`src/rtl/receiver_if.sv`:
```
// Serial receive bus: line input plus received-byte and status outputs.
// The receiver uses the master view; a byte consumer uses the slave view.
interface receiver_if;
  logic       rx;
  logic [7:0] data_out;
  logic       data_valid;
  logic       frame_err;
  logic       rx_busy;

  modport master (
    input  rx,
    output data_out,
    output data_valid,
    output frame_err,
    output rx_busy
  );

  modport slave (
    output rx,
    input  data_out,
    input  data_valid,
    input  frame_err,
    input  rx_busy
  );
endinterface

```
`src/rtl/receiver.sv`:
```
// UART receiver: 8N1 framing, mid-bit sampling, 2-flop input synchronizer.
// Registered data/valid/error pulses and busy flag.
module receiver #(
  parameter int CLOCKS_PER_PULSE = 16
) (
  input  logic        clk,
  input  logic        rstn,
  receiver_if.master  bus
);

  localparam int CW = $clog2(CLOCKS_PER_PULSE);
  localparam logic [CW-1:0] HALF = CW'(CLOCKS_PER_PULSE / 2 - 1);
  localparam logic [CW-1:0] LAST = CW'(CLOCKS_PER_PULSE - 1);

  typedef enum logic [1:0] {
    RX_IDLE,
    RX_START,
    RX_DATA,
    RX_STOP
  } state_t;

  state_t        state_q;
  logic [CW-1:0] cnt_q;
  logic [2:0]    bit_idx_q;
  logic [7:0]    shift_q;
  logic [7:0]    shift_d;
  logic [7:0]    data_q;
  logic          valid_q;
  logic          err_q;
  logic          busy_q;
  logic          meta_q;
  logic          rx_s_q;
  logic          armed_q;

  assign shift_d = {rx_s_q, shift_q[7:1]};

  // armed_q blocks a held-low line (break) from retriggering a frame
  always_ff @(posedge clk or negedge rstn) begin
    if (!rstn) begin
      state_q   <= RX_IDLE;
      cnt_q     <= '0;
      bit_idx_q <= '0;
      shift_q   <= '0;
      data_q    <= '0;
      valid_q   <= 1'b0;
      err_q     <= 1'b0;
      busy_q    <= 1'b0;
      meta_q    <= 1'b1;
      rx_s_q    <= 1'b1;
      armed_q   <= 1'b0;
    end else begin
      meta_q  <= bus.rx;
      rx_s_q  <= meta_q;
      valid_q <= 1'b0;
      err_q   <= 1'b0;
      cnt_q   <= cnt_q + 1'b1;
      unique case (state_q)
        RX_IDLE: begin
          if (rx_s_q) armed_q <= 1'b1;
          if (!rx_s_q && armed_q) begin
            state_q <= RX_START;
            cnt_q   <= '0;
            busy_q  <= 1'b1;
          end
        end
        RX_START: begin
          if (cnt_q == HALF) begin
            cnt_q <= '0;
            if (rx_s_q) begin
              state_q <= RX_IDLE;
              busy_q  <= 1'b0;
            end else begin
              state_q   <= RX_DATA;
              bit_idx_q <= '0;
            end
          end
        end
        RX_DATA: begin
          if (cnt_q == LAST) begin
            cnt_q     <= '0;
            shift_q   <= shift_d;
            bit_idx_q <= bit_idx_q + 3'd1;
            if (bit_idx_q == 3'd7) state_q <= RX_STOP;
          end
        end
        RX_STOP: begin
          if (cnt_q == LAST) begin
            cnt_q   <= '0;
            state_q <= RX_IDLE;
            busy_q  <= 1'b0;
            if (rx_s_q) begin
              data_q  <= shift_q;
              valid_q <= 1'b1;
            end else begin
              err_q   <= 1'b1;
              armed_q <= 1'b0;
            end
          end
        end
        default: begin
          state_q <= RX_IDLE;
          busy_q  <= 1'b0;
        end
      endcase
    end
  end

  assign bus.data_out   = data_q;
  assign bus.data_valid = valid_q;
  assign bus.frame_err  = err_q;
  assign bus.rx_busy    = busy_q;

endmodule
```
`src/flat_wrapper.sv`:
```
// flat-port wrapper written by rule: the top's interface ports become plain ports
module receiver_flat 
#(
  parameter int CLOCKS_PER_PULSE = 16
)
  (clk, rstn, bus_rx, bus_data_out, bus_data_valid, bus_frame_err, bus_rx_busy);
  receiver_if bus_i ();
  input  logic clk;
  input  logic rstn;
  input wire logic [$bits(bus_i.rx)-1:0] bus_rx;
  output wire logic [$bits(bus_i.data_out)-1:0] bus_data_out;
  output wire logic [$bits(bus_i.data_valid)-1:0] bus_data_valid;
  output wire logic [$bits(bus_i.frame_err)-1:0] bus_frame_err;
  output wire logic [$bits(bus_i.rx_busy)-1:0] bus_rx_busy;
  assign bus_i.rx = bus_rx;
  assign bus_data_out = bus_i.data_out;
  assign bus_data_valid = bus_i.data_valid;
  assign bus_frame_err = bus_i.frame_err;
  assign bus_rx_busy = bus_i.rx_busy;
  receiver #(.CLOCKS_PER_PULSE(CLOCKS_PER_PULSE)) u_core (.clk(clk), .rstn(rstn), .bus(bus_i));
endmodule
```
`config.mk`:
```
export PLATFORM = sky130hd
export DESIGN_NAME = receiver_flat
export DESIGN_NICKNAME = d
export VERILOG_FILES = /design/src/rtl/receiver_if.sv /design/src/rtl/receiver.sv /design/src/flat_wrapper.sv
export SDC_FILE = /design/constraint.sdc
export NUM_CORES = 1
export LEC_CHECK = 0
export ABC_AREA = 1
export BUFFER_PORTS_ARGS = -buffer_cell sky130_fd_sc_hd__buf_2
export CAP_MARGIN = 0
export CORE_ASPECT_RATIO = 1.5
export CORE_MARGIN = 2
export CORE_UTILIZATION = 25
export CTS_BUF_LIST = sky130_fd_sc_hd__clkbuf_8 sky130_fd_sc_hd__clkbuf_16
export DETAILED_ROUTE_END_ITERATION = 8
export PLACE_DENSITY_LB_ADDON = 0.1
export SLEW_MARGIN = 20
export SYNTH_ARGS = -nofsm -noshare
export SYNTH_HDL_FRONTEND = slang
export SYNTH_SLANG_ARGS = --single-unit
```
`constraint.sdc`:
```
create_clock -name clk -period 3.8 [get_ports clk]
set_input_delay 0.76 -clock clk [delete_from_list [all_inputs] [get_ports clk]]
set_output_delay 0.76 -clock clk [all_outputs]
set_load 0.01 [all_outputs]
```
Word-level counts from Yosys, hierarchy flattened

Index checks and enable logic that the tools add are counted.

$add $sub $neg: 2
Equality and inequality tests: 15
Mux-type cells: 30
Reduce and logical (&&, ||, !) cells: 13

Operators by type and width:

| kind                                                  | number |
|---|---|
| inequality test 2 x 1 -> 1 bit, second input constant | 7 |
| 2-to-1 mux 1 bit                                      | 13 |
| 2-to-1 mux 2 bit                                      | 6 |
| 2-to-1 mux 4 bit                                      | 3 |
| one-hot mux 4 bit (3 select lines)                    | 1 |
| AND reduction 5 bit                                   | 2 |
| 2-to-1 mux 3 bit                                      | 3 |
| one-hot mux 2 bit (4 select lines)                    | 1 |
| AND reduction 4 bit                                   | 2 |
| one-hot mux 3 bit (2 select lines)                    | 1 |
| adder 4 x 1 -> 4 bit, second input constant           | 1 |
| == test 2 bit, second input constant                  | 2 |
| == test 4 x 3 -> 1 bit, second input constant         | 1 |
| == test 4 bit, second input constant                  | 1 |
| inequality test 2 bit, second input constant          | 2 |
| nonzero test 2 bit                                    | 2 |
| adder 3 x 1 -> 3 bit, second input constant           | 1 |
| == test 3 bit, second input constant                  | 1 |
| one-hot mux 1 bit (3 select lines)                    | 1 |
| AND reduction 3 bit                                   | 1 |
| nonzero test 3 bit                                    | 1 |
| == test 2 x 1 -> 1 bit, second input constant         | 1 |
| logical NOT 2 bit                                     | 1 |
| one-hot mux 1 bit (2 select lines)                    | 1 |
| other kinds (4)                                       | 4 |

Flip-flop bits (word level): 31
Bits of input ports: 3
Output and inout bits: 11
Word-level logic and storage cells: 71

Longest topological paths before layout

Word-level depth: 4
Depth in mapped cells: 8
Depth with buffers taken out: 8

Least setup slack after synthesis

No wires, ideal clock.

Kind: flip-flop to flip-flop
Start point: reg u_core.cnt_q[0]
End point: reg u_core.data_q[5] (netlist: u_core.bus.data_out[5])
Library setup time: 74 ps
Data arrival time: 1184 ps
Data required time: 3726 ps
Setup slack: 2542 ps
Cell stages (with the launch flop): 8
Buffers on the path: 1
Path through: dfrtp_1 > ha_1 > nand3_4 > clkinv_2 > nand3_4 > buf_6 > nand2_1 > o21ai_2

Cells in the longest elaborated chain, start to end: 2

Ends and longest elaborated chain:

| element                              | RTL line       | source |
|---|---|---|
| start: declaration                   | receiver.sv:23 | `logic [CW-1:0] cnt_q;` |
| start signal: assignment             | receiver.sv:56 | `cnt_q <= cnt_q + 1'b1;` |
| == test 4 bit                        | receiver.sv:87 | `if (cnt_q == LAST) begin` |
| AND reduction 3 bit (no source line) | n/a            |  |
| end signal: assignment               | receiver.sv:92 | `data_q <= shift_q;` |
| end: declaration                     | receiver.sv:27 | `logic [7:0] data_q;` |

Every way passes these cells.
A chain may end at the register's enable or synchronous reset.

Final worst setup path

Start point: reg u_core.data_q[5] (netlist: u_core.bus.data_out[5])
End point: out bus_data_out[5]

RTL lines:

| element          | RTL line           | source |
|---|---|---|
| end: declaration | flat_wrapper.sv:11 | `output wire logic [$bits(bus_i.data_out)-1:0] bus_data_out;` |

No word-level cell between the ends.

==> results_dict.tcl <==
set metrics [dict create \
    power.density_nw_per_um2 542 \
    clock_path_buffers 2 \
    fmax_mhz 640 \
    setup_viol 0 \
    dieWidth_um 64.0 \
    core-area_um2 5160 \
    slew_viol_final 0 \
    drv_cap 0 \
    drive_gt1_frac 0.231 \
    cts_root_buf "clkbuf_8" \
    critPathMaxStageDelay_ps 380 \
    die_area_um2 6020 \
    rsz0062_at_grt "no" \
    cts_resized 0 \
    dieHeight_um 94.0 \
    hold_depth 0 \
    tightestPinTransition_ps 692 \
    grt_use_met1 0.110 \
    wl_per_cell_um 11.1 \
    hold_class "reg2reg" \
    met2_usage 0.155 \
    antenna_found_initial 0 \
    fillers 562 \
    synth_flop_cell "dfrtp_1" \
    skew_ps 3.49 \
    core.rowCount 32 \
    synth.top_cell.area_share 0.537 \
    synth_nets 144 \
    design_area_um2 1550 \
    ys_top_cells_by_area "dfrtp_1 54%, nand2_1 9.7%, o21ai_2 5.2%" \
    power_leakage_nw 0.786 \
    synth_edf_count 0 \
    routed_wl_mm 2.49 \
    start_util 0.262 \
    firstDrtPassIters 4 \
    drc 0 \
    multi_input_area_um2 463 \
    cts_buffers 5 \
    drt_iter0_drc 25 \
    path_class "reg2out" \
    worstPathArrival_ps 800 \
    cp_cell_sequence "buf_2" \
    yosysTopAreaCell "dfrtp_1" \
    drtAntennaViolNets 0 \
    cts_sinks 31 \
    holdWs_ps 356 \
    path_clk_slew_ps 60 \
    seqCellArea_um2 778 \
    syn_area_um2 1350 \
    numPortBuffers 13 \
    overflow 0 \
    synth_cells 138 \
    hold_buffers 0 \
    reg2regPathDepth 6 \
    grt-busiest-layer "met2" \
    synth_common_cells "35 x nand2_1, 29 x dfrtp_1, 18 x inv_1" \
    grt_pass1_vias 970 \
    synth_area_per_cell_um2 9.79 \
    ir_drop_mv 0.172 \
    grt_pass1_wl_mm 4.40 \
    viasPerCell 4.11 \
    endpoint_kind "output port" \
    r2r_slack_ps 2310 \
    critPathLaunchType "flip-flop" \
    synth-compound-area-share 0.0926 \
    insertion_delay_ps 280 \
    path_depth 1 \
    grt_start_max_net_pins 32 \
    seq_area_frac_synth 0.576 \
    post-route-period-util 0.411 \
    pin_count 14 \
    synth_top_family_by_area "simple AND/OR/NAND/NOR gates" \
    cp.buffers_inverters 1 \
    vias 920 \
    outcome "finished clean" \
    tns_ps 0 \
    place_area_um2 1470 \
    cts_tree "yes" \
    max-slew-margin-rel 0.538 \
    synthSimpleGateAreaFrac 0.209 \
    synthDistinctLibCells 21 \
    worst_path_max_delay_cell "dfrtp_1" \
    cts_setup_buffers 0 \
    critPathTopFamily "flip-flops" \
    h-tree-depth 2 \
    place.gp.congestion 0.789 \
    gr-usage-met3 0.0360 \
    fin_crit_ps 1560 \
    synthArstFlopShare 1.00 \
    area_delta_synth_final_pct 14.6 \
    worstPathRequired_ps 3040 \
    total_power_mw 0.840 \
    synthMuxAreaShare 0 \
    grt.total_usage 0.0985 \
    synthAdderAreaFrac 0.0278 \
    crit_fanout 2 \
    antenna_cells 0 \
    hold_viol_final 0 \
    ys_ff_latch 31 \
    yosys_warnings 0 \
    final_nets 161 \
    synth_xor_xnor_area_share 0.0130 \
    post-synth-top-count-cell "nand2_1" \
    dpl.hpwl_mm 1.79 \
]
==> state kept, by name (all words and copies together) (netlist names), 3 cells and up, named ones only <==
register and count:
u_core.shift_q 8, u_core.bit_idx_q 3, u_core.cnt_q 4, u_core.bus.data_out 8
==> final timing paths <==
kind                                             start                      to
worst max-delay path            u_core.bus.data_out[5]         bus_data_out[5]
worst min-delay path                     u_core.meta_q           u_core.rx_s_q
worst max register to register         u_core.cnt_q[0]     u_core.bit_idx_q[0]
worst min register to register           u_core.meta_q           u_core.rx_s_q
max in group asynchronous                         rstn  u_core.bus.data_out[0]
min in group asynchronous                         rstn               async pin
==> layout make-up <==
cell class                 instances  area share
sequential                        31       0.502
clock inverter                     3     0.00808
inverter                          20      0.0493
tap                               68      0.0549
multi-input combinational         84       0.299
clock buffer                       5      0.0444
timing repair buffer              13      0.0420
==> metal layers <==
layer | up-vias | routed length [um]
met2 | 15 | 1210
met4 | 0 | 71
met5 | - | 0
li1 | 463 | -
met3 | 6 | 95
met1 | 436 | 1110
==> cells in the final DEF, fill, tap and decap left out, drive strengths merged <==
master	n
a21oi	2
buf	13
clkbuf	5
clkinv	2
dfrtp	29
dfstp	2
ha	3
inv	21
nand2	36
nand3	10
nor2	11
nor3	2
o21ai	17
or2	1
xnor2	1
xor2	1
==> through the flow <==
step / util / std cells / setup WS [ps]
final: 0.300 / 224 / 2240
after global routing: 0.300 / 224 / 2180
after CTS: 0.300 / 224 / 2220
after detailed placement: 0.284 / 216 / 2310
after global placement: 0.284 / 216 / 2360
after floorplan: - / 138 / 2540
==> cells by family after synthesis <==
group	count (synthesis)
simple gates	60
flops	31
buf+inv	23
compound gates	19
fa+ha+maj	3
xor+xnor	2
==> power by group <==
group	switching [mW]	total, mW	internal [mW]
sequential	0.0499	0.422	0.372
clock	0.118	0.240	0.123
combinational	0.110	0.178	0.0673
total	0.278	0.840	0.562
Power figures use the tool's default switching activity.
